$ cat src/rtl/fft16_ctrl.sv
// fft16_ctrl: address/twiddle sequencer for a 16-point radix-2 DIT FFT.
// Four stages of eight butterflies. Each stage issues its butterflies, then
// drains the datapath before the next stage begins. Write-back addresses are
// the issue addresses delayed by PIPE_LAT cycles.
// Optional feature: define FFT_CTRL_INVERSE_EN to add the 'inverse' input,
// which conjugates the twiddles for an inverse transform.
//
// Handshake: start is a single-cycle request that is accepted only while the
// FSM is idle; all other start pulses are dropped. rd_en and wr_en are
// fire-and-forget strobes with no back-pressure. done pulses once per
// accepted start, unless a reset intervenes.
module fft16_ctrl #(
    parameter int PIPE_LAT = 3
) (
    input  logic       clk,
    input  logic       rst_n,
    input  logic       start,
`ifdef FFT_CTRL_INVERSE_EN
    input  logic       inverse,
`endif
    output logic       rd_en,
    output logic [3:0] rd_addr_a,
    output logic [3:0] rd_addr_b,
    output logic [7:0] tw_re_code,
    output logic [7:0] tw_im_code,
    output logic       tw_re_neg,
    output logic       tw_im_neg,
    output logic       tw_re_zero,
    output logic       tw_im_zero,
    output logic       wr_en,
    output logic [3:0] wr_addr_a,
    output logic [3:0] wr_addr_b,
    output logic [1:0] stage,
    output logic       busy,
    output logic       done,
    output logic [1:0] dbg_state
);

    typedef enum logic [1:0] {
        S_IDLE  = 2'd0,
        S_RUN   = 2'd1,
        S_DRAIN = 2'd2,
        S_DONE  = 2'd3
    } state_t;

    localparam logic [3:0] DRAIN_LAST = 4'(PIPE_LAT - 1);

    state_t     state, state_nxt;
    logic [2:0] bfly;
    logic [1:0] stg;
    logic [3:0] dcnt;

    // Combinational issue values, registered onto the outputs one cycle later
    logic       issue;
    logic [2:0] pmask, pos, grp, k;
    logic [3:0] span, addr_a, addr_b;
    logic [7:0] re_code, im_code;
    logic       re_neg, im_neg, re_zero, im_zero;

    logic [8:0] dl [PIPE_LAT];

`ifdef FFT_CTRL_INVERSE_EN
    logic inv_q;

    // Capture the transform direction together with an accepted start
    always_ff @(posedge clk) begin
        if (!rst_n)
            inv_q <= 1'b0;
        else if (state == S_IDLE && start)
            inv_q <= inverse;
    end
`endif

    // State register plus butterfly, stage and drain counters
    always_ff @(posedge clk) begin
        if (!rst_n) begin
            state <= S_IDLE;
            bfly  <= 3'd0;
            stg   <= 2'd0;
            dcnt  <= 4'd0;
        end else begin
            state <= state_nxt;
            case (state)
                S_IDLE: begin
                    bfly <= 3'd0;
                    stg  <= 2'd0;
                    dcnt <= 4'd0;
                end
                S_RUN: begin
                    bfly <= bfly + 3'd1;
                    dcnt <= 4'd0;
                end
                S_DRAIN: begin
                    dcnt <= dcnt + 4'd1;
                    if (state_nxt == S_RUN)
                        stg <= stg + 2'd1;
                end
                default: begin
                    stg <= 2'd0;
                end
            endcase
        end
    end

    // Next-state logic: issue 8 butterflies, drain PIPE_LAT cycles, repeat x4
    always_comb begin
        state_nxt = state;
        case (state)
            S_IDLE:  if (start) state_nxt = S_RUN;
            S_RUN:   if (bfly == 3'd7) state_nxt = S_DRAIN;
            S_DRAIN: if (dcnt == DRAIN_LAST)
                         state_nxt = (stg == 2'd3) ? S_DONE : S_RUN;
            default: state_nxt = S_IDLE;
        endcase
    end

    // Output decode: butterfly addresses and twiddle descriptor for the current issue
    always_comb begin
        issue   = (state == S_RUN);
        span    = 4'd1 << stg;
        pmask   = 3'(span - 4'd1);
        pos     = bfly & pmask;
        grp     = bfly >> stg;
        k       = pos << (2'd3 - stg);
        addr_a  = ({grp, 1'b0} << stg) | {1'b0, pos};
        addr_b  = addr_a + span;
        re_code = 8'h00;
        im_code = 8'h00;
        re_neg  = 1'b0;
        im_neg  = 1'b0;
        re_zero = 1'b0;
        im_zero = 1'b0;
        case (k)
            3'd0: begin re_code = 8'h01;                im_zero = 1'b1;                end
            3'd1: begin re_code = 8'hEC;                im_code = 8'h61; im_neg = 1'b1; end
            3'd2: begin re_code = 8'hB5;                im_code = 8'hB5; im_neg = 1'b1; end
            3'd3: begin re_code = 8'h61;                im_code = 8'hEC; im_neg = 1'b1; end
            3'd4: begin re_zero = 1'b1;                 im_code = 8'h01; im_neg = 1'b1; end
            3'd5: begin re_code = 8'h61; re_neg = 1'b1; im_code = 8'hEC; im_neg = 1'b1; end
            3'd6: begin re_code = 8'hB5; re_neg = 1'b1; im_code = 8'hB5; im_neg = 1'b1; end
            default: begin re_code = 8'hEC; re_neg = 1'b1; im_code = 8'h61; im_neg = 1'b1; end
        endcase
`ifdef FFT_CTRL_INVERSE_EN
        // Conjugate twiddle: flip the imaginary sign except where Im(W) is zero
        if (inv_q && k != 3'd0)
            im_neg = ~im_neg;
`endif
    end

    // Registered issue outputs; everything but status is zero between issues
    always_ff @(posedge clk) begin
        if (!rst_n) begin
            rd_en      <= 1'b0;
            rd_addr_a  <= 4'd0;
            rd_addr_b  <= 4'd0;
            tw_re_code <= 8'h00;
            tw_im_code <= 8'h00;
            tw_re_neg  <= 1'b0;
            tw_im_neg  <= 1'b0;
            tw_re_zero <= 1'b0;
            tw_im_zero <= 1'b0;
            stage      <= 2'd0;
            busy       <= 1'b0;
            done       <= 1'b0;
        end else begin
            rd_en      <= issue;
            rd_addr_a  <= issue ? addr_a  : 4'd0;
            rd_addr_b  <= issue ? addr_b  : 4'd0;
            tw_re_code <= issue ? re_code : 8'h00;
            tw_im_code <= issue ? im_code : 8'h00;
            tw_re_neg  <= issue & re_neg;
            tw_im_neg  <= issue & im_neg;
            tw_re_zero <= issue & re_zero;
            tw_im_zero <= issue & im_zero;
            stage      <= stg;
            busy       <= (state != S_IDLE);
            done       <= (state == S_DONE);
        end
    end

    // Write-back delay line; shifts every cycle so in-flight writes always land
    always_ff @(posedge clk) begin
        if (!rst_n) begin
            for (int i = 0; i < PIPE_LAT; i++)
                dl[i] <= 9'd0;
        end else begin
            dl[0] <= {rd_en, rd_addr_a, rd_addr_b};
            for (int i = 1; i < PIPE_LAT; i++)
                dl[i] <= dl[i-1];
        end
    end

    assign {wr_en, wr_addr_a, wr_addr_b} = dl[PIPE_LAT-1];
    assign dbg_state = state;

endmodule
$ cat config.mk
export PLATFORM = sky130hd
export DESIGN_NAME = fft16_ctrl
export DESIGN_NICKNAME = d
export VERILOG_FILES = /design/src/rtl/fft16_ctrl.sv
export SDC_FILE = /design/constraint.sdc
export NUM_CORES = 1
export LEC_CHECK = 0
export BUFFER_PORTS_ARGS = -buffer_cell sky130_fd_sc_hd__buf_4
export CAP_MARGIN = 20
export CORE_UTILIZATION = 58
export DETAILED_ROUTE_END_ITERATION = 8
export PLACE_DENSITY = 0.83
export SYNTH_ARGS = -nofsm -noshare
export SYNTH_HDL_FRONTEND = slang
export SYNTH_SLANG_ARGS = --single-unit
$ cat constraint.sdc
create_clock -name clk -period 7.27 [get_ports clk]
set_clock_uncertainty 0.05 [all_clocks]
set_input_delay 1.454 -clock clk [delete_from_list [all_inputs] [get_ports clk]]
set_output_delay 1.454 -clock clk [all_outputs]
set_load 0.01 [all_outputs]
* Word level (Yosys, flattened, before mapping)
Memories as Yosys holds them, arrays and structs flattened.
Cells that the tools add are included.
** Word-level totals
- Flip-flop bits (word level) :: 44
- Bits in latches :: 0
- RAM bits :: 27
- Bits in read-only memories :: 0
- Input bits :: 3
- Output and inout bits :: 44
- Word-level logic and storage cells :: 82
- Memories kept :: 1
** Memory list
- dl :: depth 3, width 9, read ports 3, clocked after memory_dff 0, write ports 3, line 60 : logic [8:0] dl [PIPE_LAT];
** Cells by class
- Add/subtract/negate cells :: 6
- $mul :: 0
- Divide/modulo/power cells :: 0
- Magnitude comparators :: 0
- Equal/unequal tests :: 14
- Shift-type cells :: 4
- Mux-type cells :: 20
- Bitwise operators :: 10
- Reduce and logical (&&, ||, !) cells :: 11
** Operators with widths (count)
- one-hot mux 8 bit (4 select lines) :: 2
- 2-to-1 mux 9 bit :: 3
- == test 3 bit, second input constant :: 4
- 2-to-1 mux 2 bit :: 5
- one-hot mux 4 bit (2 select lines) :: 1
- == test 2 bit, second input constant :: 3
- == test 3 x 2 -> 1 bit, second input constant :: 2
- 2-to-1 mux 1 bit :: 6
- one-hot mux 2 bit (3 select lines) :: 1
- one-hot mux 3 bit (2 select lines) :: 1
- nonzero test 2 bit :: 3
- OR reduction 2 bit :: 3
- OR reduction 5 bit :: 1
- adder 4 x 1 -> 4 bit, second input constant :: 1
- adder 4 bit :: 1
- bitwise AND 1 bit :: 4
- == test 2 x 1 -> 1 bit, second input constant :: 2
- == test 4 x 2 -> 1 bit, second input constant :: 1
- OR 4 x 3 -> 4 bit :: 1
- one-hot mux 2 bit (2 select lines) :: 1
- AND reduction 2 bit :: 2
- << shifter 1 x 2 -> 4 bit, first input constant :: 1
- << shifter 4 x 2 -> 4 bit :: 1
- adder 3 x 1 -> 3 bit, second input constant :: 1
- other kinds (12) :: 14

* Longest topological paths before layout
- Depth in word-level cells :: 8
- Depth in mapped cells :: 12
- Depth with buffers taken out :: 10

* Worst setup path after synthesis
Ideal clock, no wire load.
- Kind :: flip-flop to flip-flop
- Start :: register stg[0]
- End :: register rd_addr_b[3]
- Data arrival time :: 2.234 ns
- Required time :: 7.105 ns
- Setup slack :: 4.871 ns
- Cell stages (with the launch flop) :: 13
- Period minus slack after synthesis :: 2.399 ns
- Cells stage by stage :: dfxtp_1 -> buf_2 -> inv_1 -> ha_1 -> buf_4 -> xnor2_1 -> nand2_1 -> o31ai_1 -> ha_1 -> a21oi_1 -> xnor2_1 -> xnor2_1 -> and2_1
** On the way
- Longest elaborated chain between the ends :: 5
- Elaborated cells on any way between the ends :: 7
- Those cells by class :: add/sub: 2; shift: 3; bitwise: 2
** RTL lines
- start: declaration :: line 50 : logic [1:0] stg;
- start signal: assignment :: line 96 : stg <= stg + 2'd1;
- << shifter 1 x 2 -> 4 bit :: line 120 : span = 4'd1 << stg;
- subtractor 3 x 1 -> 3 bit :: line 121 : pmask = 3'(span - 4'd1);
- bitwise AND 3 bit :: line 122 : pos = bfly & pmask;
- OR 4 x 3 -> 4 bit (*) :: line 125 : addr_a = ({grp, 1'b0} << stg) | {1'b0, pos};
- via addr_a[1] :: line 56 : logic [3:0] span, addr_a, addr_b;
- adder 4 bit (*) :: line 126 : addr_b = addr_a + span;
- end signal: assignment :: line 168 : rd_addr_b <= issue ? addr_b : 4'd0;
- end: declaration :: line 23 : output logic [3:0] rd_addr_b,
The timed path passes the listed nets; every way through them passes the cells marked *.
A chain may end at the register's enable or synchronous reset.

* Worst setup path after layout
Ends and elaborated chain as after synthesis.

==> out/qor.yml <==
run_status:
  status: "completed"
place:
  post-place-cells: 309
  globalplace.congestion: 0.893
  dpl_worst_slack_ps: 4500
  hpwl_um: 2740
  portBuffers: 44
routing:
  drt_iter0_drc: 71
  viasPerCell: 5.09
  wl_per_cell_um: 12.8
  postRouteWirelength_um: 4150
  drc_errors: 0
  dr.pass1.iters: 4
  vias: 1655
  ant_nets: 0
sta:
  slew_viol_final: 0
  clock.fmax_mhz: 352
  relSlewSlack_pct: 62.4
  rsz0062_at_grt: "false"
  period_minus_slack_ps: 2840
  fin_crit_sh_pct: 39.1
  fin_ws_ps: 4430
  setup_viol: 0
  tightest_slew_ps: 563
  setup_tns_ps: 0
  hold_violations: 0
min_path:
  holdPathStages: 1
  hp-class: "register to register"
  min-delay-start: "dl[0][15]"
  hold_end: "dl[0][24]"
layout:
  syn_to_final_growth_pct: 16.9
  diodes: 0
  fill_cells: 291
  layout-drive-gt1-share_pct: 22.5
  layout.nets: 285
  instances_no_fill: 325
logic_synthesis:
  seq_area_frac_synth_pct: 52.8
  ys_ff_latch: 64
  yosysUniqueCellTypes: 46
  syn_avg_cell_area_um2: 10.2
  yosysMostFrequentCell: "dfxtp_1"
  synth_ff_type: "dfxtp_1"
  synth_commonest_cells: "64 x dfxtp_1, 36 x and2_1, 17 x nor2_1"
  synth_edf_count: 0
  postSynthCellCount: 238
  yosys_warnings: 0
  syn-cell-area_um2: 2430
  synth_top_area_share_pct: 52.8
  netlist_top_cells_area: "dfxtp_1 53%, and2_1 9.3%, ha_1 5.7%"
  async_flop_share_pct: 0
  yosys.area.top_type: "dfxtp_1"
floorplanning:
  core_area_um2: 4000
  rows: 23
  pin_count: 47
  die_y_um: 66.7
  dieArea_um2: 4450
  start_util_pct: 60.7
  die_w_um: 66.7
setup_path:
  cp_common_cell: "xnor2_1"
  crit_chain: "inv_1 -> ha_1 -> xnor2_1 -> nand2_1 -> o31ai_1 -> ha_1 -> a21oi_1 -> xnor2_1 -> xnor2_1 -> and2_1"
  path_class: "register to register"
  cp_num_buf_inv: 1
  critPathLaunchType: "register"
  crit_required_ps: 7440
  cp_slowest_cell: "dfxtp_1"
  path_max_fanout: 18
  crit_arrival_ps: 3020
  r2r_slack_ps: 4430
  crit_path_end_kind: "register"
  reg2reg_to: "rd_addr_b[3]"
  cp_top_family: "flip-flops"
  worstReg2RegStart: "stg[0]"
  r2r_cells: 10
  crit_path_max_incr_delay_ps: 680
global_routing:
  grt-ovfl-total: 0
  grt_start_max_net_pins: 41
  grt_usage_pct: 20.9
  grt_pass1_wl_um: 6690
  antenna_found_initial: 0
  grt_pass1_vias: 1505
pwr:
  power.leakage_nw: 1.23
  vdd_ir_drop_max_mv: 0.164
  power_density_nw_per_um2: 225
  totalPowerFinal_mw: 0.639
clock_tree:
  cts.hold.buffers_added: 0
  worstSkewPairLatency_ps: 330
  numCtsBuffers: 9
  cts_tree: "built"
  post-cts-setup-buffers: 0
  htreeDepth: 3
  path_clk_slew_ps: 70
  cts_resized: 0
  clockBufferDepth: 2
  cts_sinks: 64
  cts_root_buffer: "clkbuf_8"
flow_run:
  drv_cap: 0
[routing by layer]
metal | vias up | global-route usage, % | wire length [um]
met5 | - | 0 | 0
met4 | 0 | 10.6 | 97
met3 | 10 | 8.90 | 212
met2 | 50 | 34.1 | 2030
met1 | 761 | 23.1 | 1810
li1 | 834 | - | -
[cell families after synthesis]
logic type / count (synthesis) / synth area share (%)
adders and majority gates: 12 / 6.49
AOI/OAI and AO/OA: 32 / 9.27
buffers and inverters: 31 / 7.63
xor gates and xnor gates: 8 / 2.89
other: 1 / 0.154
DFF: 64 / 52.8
and+or+nand+nor: 90 / 20.8
[cell usage in the layout (no fill, tap or decap), drive strengths merged, types with 6 or more instances in the layout]
cell	instances
nor2	17
ha	11
nand2	10
o21ai	6
clkbuf	11
dfxtp	64
buf	44
nor2b	8
and2	36
inv	6
[worst reg2reg max path, stage by stage (launching register included)]
cell and delay (ps):
dfxtp_1 680, inv_1 250, ha_1 380, xnor2_1 340
nand2_1 170, o31ai_1 170, ha_1 230, a21oi_1 70
xnor2_1 140, xnor2_1 130, and2_1 150
[flip-flops by register name, summed over array words and instances (netlist names), 2 cells and up]
name and cells:
rd_addr_a 4, stage 2, dbg_state 2, bfly 3, tw_im_code 3, dcnt 4, rd_addr_b 4, dl 27
stg 2, tw_re_code 6
[through the flow]
stage               hold slack, ps  util [%]  instance area, um^2
detailed placement             370      66.7                 2670
floorplan                      362         -                 2440
global placement               364      66.7                 2670
global route                   399      71.0                 2840
finish                         380      71.0                 2840
CTS                            385      71.0                 2840
[how the worst max path moves through the flow]
stage / slack [ps] / depth (start not counted) / endpoint / startpoint
6_report: 4430 / 10 / rd_addr_b[3] / stg[0]
5_1_grt: 4200 / 10 / rd_addr_b[3] / stg[0]
4_1_cts: 4480 / 10 / rd_addr_b[3] / stg[0]
3_5_place_dp: 4500 / 10 / rd_addr_b[3] / stg[0]
3_3_place_gp: 4570 / 5 / tw_im_code[0] / rst_n
2_1_floorplan: 4870 / 12 / rd_addr_b[3] / stg[0]
[power breakdown]
group	switching (mW)	internal [mW]	total, mW
Combinational	0.0110	0.00850	0.0195
Sequential	0.00384	0.355	0.359
Clock	0.130	0.132	0.261
Total	0.145	0.495	0.639
[area by class of cell]
class / instances / area, um^2 / share of cell area [%]
Clock buffer: 11 / 141 / 4.98
Clock inverter: 5 / 32.5 / 1.15
Inverter: 6 / 22.5 / 0.793
Multi-Input combinational cell: 145 / 970 / 34.1
Sequential cell: 64 / 1280 / 45.1
Tap cell: 50 / 62.6 / 2.20
Timing Repair Buffer: 44 / 330 / 11.6
Note: power is estimated with default switching activity, not from simulation.
